<file path="src/rtl/usr_serial_deser.sv">
// usr_serial_deser: start/data/stop serial receiver presenting words on a valid/ready port.
// Define USR_DESER_PARITY_EN to add an even-parity bit between the data and the stop bit.
//
// state  | meaning
// IDLE   | line idle, waiting for a start bit (serial_in=0)
// DATA   | shifting in WIDTH data bits
// PARITY | sampling the even-parity bit (USR_DESER_PARITY_EN only)
// STOP   | sampling the stop bit, delivering or discarding the word
module usr_serial_deser #(
   parameter int WIDTH     = 8,
   parameter bit MSB_FIRST = 1'b1
) (
   input  logic             clk,
   input  logic             res_n,
   input  logic             serial_in,
   input  logic             bit_en,
   output logic [WIDTH-1:0] parallel_out,
   output logic             out_valid,
   input  logic             out_ready,
   output logic             busy,
   output logic             frame_err,
   output logic             overrun,
   output logic             parity_err
);

   localparam int CW = $clog2(WIDTH);
   localparam logic [CW-1:0] CNT_LAST = CW'(WIDTH - 1);

`ifdef USR_DESER_PARITY_EN
   typedef enum logic [1:0] {S_IDLE = 2'd0, S_DATA = 2'd1, S_PARITY = 2'd2, S_STOP = 2'd3} state_t;
`else
   typedef enum logic [1:0] {S_IDLE = 2'd0, S_DATA = 2'd1, S_STOP = 2'd3} state_t;
`endif

   state_t           state, state_nxt;
   logic [WIDTH-1:0] sr, sr_shift;
   logic [CW-1:0]    cnt;
   logic             par_bad;
   logic             stop_smp, word_done;

   always_comb begin
      state_nxt = state;
      if (bit_en) begin
         case (state)
            S_IDLE:   if (!serial_in) state_nxt = S_DATA;
            S_DATA:
               if (cnt == CNT_LAST) begin
`ifdef USR_DESER_PARITY_EN
                  state_nxt = S_PARITY;
`else
                  state_nxt = S_STOP;
`endif
               end
`ifdef USR_DESER_PARITY_EN
            S_PARITY: state_nxt = S_STOP;
`endif
            S_STOP:   state_nxt = S_IDLE;
            default:  state_nxt = S_IDLE;
         endcase
      end
   end

   // Shift direction decides which end of the word the first received bit lands in.
   always_comb begin
      sr_shift = sr;
      if (MSB_FIRST) sr_shift = {sr[WIDTH-2:0], serial_in};
      else           sr_shift = {serial_in, sr[WIDTH-1:1]};
   end

   assign stop_smp  = bit_en && (state == S_STOP);
   assign word_done = stop_smp && serial_in && !par_bad;
   assign busy      = (state != S_IDLE);

   always_ff @(posedge clk or negedge res_n) begin
      if (!res_n) begin
         state        <= S_IDLE;
         sr           <= '0;
         cnt          <= '0;
         parallel_out <= '0;
         out_valid    <= 1'b0;
         frame_err    <= 1'b0;
         overrun      <= 1'b0;
      end else begin
         state     <= state_nxt;
         frame_err <= 1'b0;
         if (out_valid && out_ready) out_valid <= 1'b0;
         if (bit_en) begin
            case (state)
               S_IDLE: cnt <= '0;
               S_DATA: begin
                  sr  <= sr_shift;
                  cnt <= cnt + CW'(1);
               end
               S_STOP: frame_err <= !serial_in;
               default: ;
            endcase
         end
         // A word completing while the held one is still unaccepted is dropped.
         if (word_done) begin
            if (!out_valid || out_ready) begin
               parallel_out <= sr;
               out_valid    <= 1'b1;
            end else begin
               overrun <= 1'b1;
            end
         end
      end
   end

`ifdef USR_DESER_PARITY_EN
   always_ff @(posedge clk or negedge res_n) begin
      if (!res_n) begin
         par_bad    <= 1'b0;
         parity_err <= 1'b0;
      end else begin
         parity_err <= 1'b0;
         if (bit_en && (state == S_PARITY)) par_bad <= ^sr ^ serial_in;
         if (stop_smp) parity_err <= par_bad;
      end
   end
`else
   assign par_bad    = 1'b0;
   assign parity_err = 1'b0;
`endif

endmodule

</file>
<file path="config.mk">
export PLATFORM = sky130hd
export DESIGN_NAME = usr_serial_deser
export DESIGN_NICKNAME = d
export VERILOG_FILES = /design/src/rtl/usr_serial_deser.sv
export SDC_FILE = /design/constraint.sdc
export NUM_CORES = 1
export LEC_CHECK = 0
export ABC_AREA = 1
export ABC_CLOCK_PERIOD_IN_PS = 1700
export CORE_UTILIZATION = 45
export DETAILED_ROUTE_END_ITERATION = 12
export MAX_ROUTING_LAYER = met4
export PLACE_DENSITY = 0.69
export SLEW_MARGIN = 20
export SYNTH_ARGS = -nofsm -noshare
export SYNTH_HDL_FRONTEND = slang
export SYNTH_SLANG_ARGS = --single-unit
</file>
<file path="constraint.sdc">
create_clock -name clk -period 1.7 [get_ports clk]
set_input_delay 0.255 -clock clk [delete_from_list [all_inputs] [get_ports clk]]
set_output_delay 0.255 -clock clk [all_outputs]
set_load 0.01 [all_outputs]
</file>
* Word-level counts from Yosys, hierarchy flattened *
Index checks and enable logic that the tools add are counted.

word-level totals
  register bits = 24
  input bits = 5
  output and inout port bits = 13
  word-level logic and storage cells = 37

cells by class
  add/subtract/negate cells = 1
  equality and inequality tests = 5
  mux-type cells = 9
  bitwise operators = 1
  reduce and logical (&&, ||, !) cells = 14

operator list
  cell                                           number
  AND reduction 2 bit                            4
  one-hot mux 3 bit (2 select lines)             1
  two-way mux 1 bit                              5
  two-way mux 2 bit                              2
  != test 2 bit, second input constant           2
  one-hot mux 2 bit (2 select lines)             1
  nonzero test 2 bit                             2
  adder 3 x 1 -> 3 bit, second input constant    1
  == test 3 bit, second input constant           1
  logical AND 1 bit                              3
  AND reduction 3 bit                            1
  == test 2 x 1 -> 1 bit, second input constant  1
  == test 2 bit, second input constant           1
  zero test 1 bit                                2
  zero test 2 bit                                1
  logical OR 1 bit                               1
  NOT 1 bit                                      1

* Logic depth before layout (Yosys ltp) *
Gate-level depths: netlist of the first run.

  depth in word-level cells = 4
  mapped depth = 6
  gate-level depth less buffers = 6

* Least setup slack after synthesis of the first run *
OpenSTA, ideal clock, no wires.

  path kind = flip-flop to flip-flop
  start point = reg cnt[0]
  end point = reg state[0]
  library setup time = 0.128 ns
  arrival time = 0.991 ns
  data required time = 1.572 ns
  path slack = 0.581 ns
  stages on the path, launching flop included = 7
  path buffers = 0
  clock period less this slack = 1.119 ns
  path through = dfrtp_1 > ha_1 > ha_1 > inv_1 > nand3_1 > nand2_1 > a21boi_0

between the ends
  cells in the longest elaborated chain, start to end = 3

RTL lines
  what                                  line  text
  start: declaration                    37    logic [CW-1:0] cnt;
  start signal: assignment              92    cnt <= cnt + CW'(1);
  == test 3 bit                         47    if (cnt == CNT_LAST) begin
  != test 2 bit (no source line)        --
  AND reduction 3 bit (no source line)  --
  end signal: assignment                84    state <= state_nxt;
  end: declaration                      35    state_t state, state_nxt;

Every way passes these cells.
A chain may end at the register's enable or synchronous reset.

* Final worst setup path of the first run *
  start point = reg parallel_out[6]
  end point = out parallel_out[6]

RTL lines
  what                      line  text
  start: declaration        17    output logic [WIDTH-1:0] parallel_out,
  start signal: assignment  101   parallel_out <= sr;

No word-level cell between the ends.

==> reports/qor.csv, run 1 <==
stage;metric;value;unit
route;via_count;769;
flow_run;drv_cap;0;
grt;grt_use_met2;26.6;%
setup_path;cp-end-kind;primary output;
synthesis;syn_nets;119;
placed_design;pre_cts_slack;0.168;ns
cts;clockBufferDepth;2;
die;initial_core_util;50.2;%
setup_path;worstSetupPathType;register to primary output;
run_status;outcome;finished, final reports clean;
placed_design;io_buffers;16;
setup_path;crit_start;parallel_out[6];
die;die_y;50.0;µm
placed_design;dp_hpwl;1300;µm
route;drt.antenna.violating_nets;0;
cts;cts_sinks;24;
setup_path;required;1.44;ns
placed_design;gp_congestion;0.839;
synthesis;yosysWarnings;0;
route;dr.pass1.iters;4;
sta;worst_slack;0.240;ns
grt;grtUsageMet1;23.6;%
setup_path;cp_cell_sequence;clkdlybuf4s50_1;
setup_path;setup.worst_path.end;parallel_out[6];
cts;clk_pin_slew;0.12;ns
sta;fin_crit;1.46;ns
grt;grt_most_used_layer;met2;
grt;overflow;0;
sta;max_freq;685;MHz
setup_path;critPathSlowestCell;clkdlybuf4s50_1;
pwr;peakVddDrop;0.717;mV
setup_path;worst-path-stages;1;
die;io_pins;18;
pwr;switchingPower;0.549;mW
synthesis;synth.cell_area;1030;µm²
synthesis;synth_top_area_cell;dfrtp_1;
sta;rsz0062_at_grt;no;
cts;cts_tree;yes;
synthesis;synth_top_area_share;58.0;%
final_layout;area_delta_synth_final;21.9;%
synthesis;synth_cell_type_count;18;
min_path;min_path_type;input pin to async pin;
pwr;p_sw_share;32.7;%
sta;hold_viol_final;0;
die;dieWidth;50.0;µm
pwr;p_leak;0.659;nW
pwr;p_seq_share;52.1;%
pwr;clockPowerShare;17.1;%
route;drtIter0Drc;16;
cts;htree_levels;1;
die;core;2060;µm²
route;routed_via_density;4.87;
synthesis;synth-seq-cells;24;
route;finalWirelength;1680;µm
route;wire_per_inst;10.6;µm
placed_design;placed_area;1220;µm²
final_layout;antenna_cells;0;
synthesis;syn_avg_cell_area;9.24;µm²
setup_path;slowest_delay;0.53;ns
setup_path;critPathBufInv;1;
setup_path;reg2reg_to;state[0];
die;dieArea;2500;µm²
sta;holdWs;0.291;ns
die;rows;16;
cts;clock_latency;0.30;ns
setup_path;r2r_start;cnt[0];
synthesis;synth_cells;112;
final_layout;fin_util;61.2;%
setup_path;start_kind;register;
setup_path;critical_path_arrival;1.21;ns
setup_path;cp_max_fo;2;
sta;drv_slew;0;
cts;cts_made_buffers;3;
setup_path;rrSetupSlack;0.53;ns
sta;fin_skew;0.00325;ns
sta;period_share;85.9;%
setup_path;critPathTopFamily;buffers and inverters;
final_layout;design_area;1260;µm²
synthesis;yosysSeqAreaShare;58.0;%
pwr;combinationalPowerShare;30.8;%
grt;met3_usage;3.40;%
final_layout;finalNonFillerCells;158;
sta;tns;0;ns
cts;root_buffer;clkbuf_4;
pwr;p_per_area;1330;nW/µm²
pwr;p_int;1.13;mW
placed_design;dp.cells;154;
grt;grt_pass1_vias;780;
sta;setup_viol;0;
setup_path;rr_worst_depth;6;
final_layout;drive_above_1_share;13.0;%
grt;grt_max_degree;25;
route;drcViolationCount;0;
pwr;report.power.total;1.68;mW
final_layout;nets;139;
cts;cts_hold_buf;0;
grt;antenna_found_initial;0;
synthesis;synthTopCellsByArea;dfrtp_1 (58%), nand2_1 (16%), nand3_1 (9.2%), ha_1 (2.4%), inv_1 (2.2%);
grt;grt_usage;17.4;%
cts;postCtsSetupBuffers;0;
grt;grt_pass1_wl;3280;µm
[worst min path at each step]
| stage | from | end | cells past startpoint |
|---|---|---|---|
| finish | res_n | out_valid | 2 |
| global route | res_n | overrun | 2 |
| CTS | res_n | out_valid | 2 |
| detailed placement | parallel_out[5] | parallel_out[5] | 2 |
| global placement | parallel_out[2] | parallel_out[2] | 2 |
| floorplan | res_n | cnt[0] | 0 |
[registers in the layout (all words and copies together), names as in the netlist]
signal        cells
parallel_out      8
overrun           1
cnt               3
sr                8
out_valid         1
frame_err         1
state             2
[logic make-up (layout without fill, tap and decap cells)]
group | count (synthesis) | in the layout | synth area share, %
fa+ha+maj | 2 | 2 | 2.42
flops | 24 | 24 | 58.0
compound gates | 5 | 5 | 4.35
buf+inv | 12 | 31 | 6.04
simple gates | 68 | 68 | 28.8
other cells | 1 | 1 | 0.362
[synth_stat cells]
cell type / n
nor2_4: 1
o21bai_1: 1
o22ai_2: 1
a21boi_0: 1
nor2_1: 2
nand2_1: 43
buf_2: 2
conb_1: 1
inv_1: 6
dfrtp_1: 24
ha_1: 2
inv_2: 1
buf_6: 1
o21ai_2: 2
buf_4: 2
nor2_2: 2
nand3_1: 19
nand3_2: 1
[repair_timing]
| action | 4_1_cts | 5_1_grt |
|---|---|---|
| setup endpoints to repair | 0 | 1 |
| resized for setup | 0 | 2 |
| endpoints found under the hold margin | 0 | 0 |
[layer usage]
metal  wire length (µm)  part of all wire [%]  up-vias
met5                  0                     0        -
met4                 12                  0.72        0
met3                 61                   3.6        2
met2                800                    48       19
met1                802                    48      355
li1                   -                     -      393
[area by class of cell]
class,instances,area (µm²)
Clock buffer,4,36.3
Timing Repair Buffer,20,193
Sequential cell,24,601
Inverter,7,26.3
Multi-Input combinational cell,76,372
Fill cell,182,801
Tap cell,27,33.8
[cell usage in the layout, fill, tap and decap left out, types with 2 or more instances in the layout]
cell type / n
nor2_2: 2
inv_2: 2
clkbuf_4: 3
buf_4: 4
clkdlybuf4s50_1: 15
ha_1: 2
dfrtp_1: 24
inv_1: 5
nand2_1: 43
o21ai_2: 2
nor2_1: 2
nand3_1: 19
[power groups by stage]
stage	registers, mW	logic, mW	clock network, mW
floorplan	0.888	0.309	0
global placement	0.881	0.515	0
detailed placement	0.888	0.529	0
CTS	0.876	0.531	0.297
global route	0.900	0.603	0.334
finish	0.875	0.518	0.287
No activity file was read; power rests on OpenSTA's default activity.
==> run 2, diff against run 1 <==
Settings changed: SLEW_MARGIN 20 to 10.
==> results of run 2 <==
Final layout, timing and power as in run 1 (identical DEF).
==> run 3, diff against run 2 <==
==> constraint.sdc (replaced) <==
create_clock -name clk -period 1.7 [get_ports clk]
set_input_delay 0.34 -clock clk [delete_from_list [all_inputs] [get_ports clk]]
set_output_delay 0.34 -clock clk [all_outputs]
set_load 0.01 [all_outputs]
==> reports/qor.csv, run 3 (same netlist as run 1, synthesis figures left out) <==
stage;metric;value;unit;change
placed_design;dp_hpwl;1290;µm;-0.32%
final_layout;drive_above_1_share;12.9;%;-0.098 points
setup_path;required;1.36;ns;-0.08 ns
final_layout;antenna_cells;0;;unchanged
route;finalWirelength;1810;µm;+7.8%
die;io_pins;18;;unchanged
pwr;p_per_area;1410;nW/µm²;+6.0%
die;dieArea;2500;µm²;unchanged
flow_run;drv_cap;0;;unchanged
setup_path;critPathTopFamily;buffers and inverters;;
pwr;peakVddDrop;0.837;mV;+17%
sta;setup_viol;0;;unchanged
min_path;min_path_type;input pin to async pin;;
cts;clockBufferDepth;2;;unchanged
sta;hold_viol_final;0;;unchanged
final_layout;design_area;1280;µm²;+1.6%
sta;holdWs;0.366;ns;+0.0755 ns
setup_path;cp-end-kind;primary output;;
placed_design;gp_congestion;0.793;;-5.6%
placed_design;io_buffers;16;;unchanged
setup_path;critical_path_arrival;1.23;ns;+0.02 ns
placed_design;placed_area;1220;µm²;unchanged
final_layout;layout_common_cells;nand2_1 (43), dfrtp_1 (24), nand3_1 (19);;
setup_path;cp_max_fo;2;;unchanged
die;rows;16;;unchanged
cts;root_buffer;clkbuf_4;;
route;wire_per_inst;11.4;µm;+7.1%
die;dieWidth;50.0;µm;unchanged
grt;grt_max_degree;25;;unchanged
setup_path;worstSetupPathType;register to primary output;;
sta;rsz0062_at_grt;no;;
route;dr.pass1.iters;4;;unchanged
final_layout;nets;140;;+0.72%
cts;cts_tree;yes;;
grt;grt_pass1_vias;715;;-8.3%
sta;period_share;92.6;%;+6.7 points
route;drt.antenna.violating_nets;0;;unchanged
grt;antenna_found_initial;0;;unchanged
cts;clk_pin_slew;0.13;ns;about the same
cts;clock_latency;0.31;ns;about the same
setup_path;critPathBufInv;1;;unchanged
sta;fin_crit;1.57;ns;+0.114 ns
route;via_count;786;;+2.2%
grt;overflow;0;;unchanged
sta;tns;0;ns;unchanged
pwr;p_leak;0.668;nW;+1.3%
cts;cts_made_buffers;3;;unchanged
run_status;outcome;finished, final reports clean;;
sta;drv_slew;0;;unchanged
route;drcViolationCount;0;;unchanged
die;core;2060;µm²;unchanged
route;routed_via_density;4.94;;+1.6%
final_layout;area_delta_synth_final;23.8;%;
sta;fin_skew;0.00327;ns;+0.0000127 ns
cts;htree_levels;1;;unchanged
setup_path;cp_cell_sequence;clkdlybuf4s50_1;;
route;drtIter0Drc;17;;+1
die;die_y;50.0;µm;unchanged
setup_path;critPathSlowestCell;clkdlybuf4s50_1;;
setup_path;start_kind;register;;
grt;grt_pass1_wl;3200;µm;-2.5%
final_layout;largestRegisters;parallel_out x8, sr x8, cnt x3;;
final_layout;layout_commonest_cell;nand2_1;;
die;initial_core_util;50.2;%;unchanged
cts;cts_sinks;24;;unchanged
grt;grt_usage;17.9;%;+0.51 points
setup_path;slowest_delay;0.54;ns;about the same
sta;max_freq;635;MHz;-7.2%
run 3: final timing paths:
check	start	to	slack, ns	depth (start not counted)
setup / recovery	parallel_out[4]	parallel_out[4]	0.13	1
hold / removal	res_n	parallel_out[0]	0.37	2
setup reg to reg	state[1]	sr[0]	0.48	5
hold reg to reg	parallel_out[6]	parallel_out[6]	0.48	2
max in group asynchronous	res_n	cnt[1]	1.11	2
min in group clk	parallel_out[6]	parallel_out[6]	0.48	2
run 3: where the power goes:
part           internal (mW)  leakage (nW)  switching (mW)  total (mW)
clock network          0.238        0.0279           0.169       0.408
registers              0.751         0.318           0.123       0.874
logic                  0.248         0.322           0.279       0.527
run 3: layout make-up:
class / instances / area [µm²]
repair buffers: 21 / 196
flip-flops and latches: 24 / 601
inverters: 7 / 26.3
fillers: 182 / 781
clock buffers: 3 / 22.5
well taps: 27 / 33.8
clock inverters: 1 / 30.0
multi-input cells: 76 / 372
run 3: repair_timing:
item                                    in CTS  in global routing
gates resized for setup                      1                  0
hold buffers                                 0                  0
endpoints found under the setup margin       1                  0
setup buffers                                1                  0
run 3: routing by layer:
metal | wire length, µm | up-vias | share of wire, % | track usage, %
li1 | - | 397 | - | -
met1 | 885 | 373 | 49 | 23.5
met2 | 839 | 12 | 46 | 26.8
met3 | 48 | 4 | 2.7 | 3.09
met4 | 34 | 0 | 1.9 | 8.57
met5 | 0 | - | 0 | -
run 3: per-stage QoR:
stage	util, %	power (mW)	setup WS [ns]	std cells
after floorplan	-	1.20	0.581	112
after global placement	59.3	1.40	0.101	154
after detailed placement	59.3	1.42	0.0811	154
after CTS	62.1	1.82	0.109	159
after global routing	62.1	1.94	0.0664	159
final	62.1	1.81	0.126	159
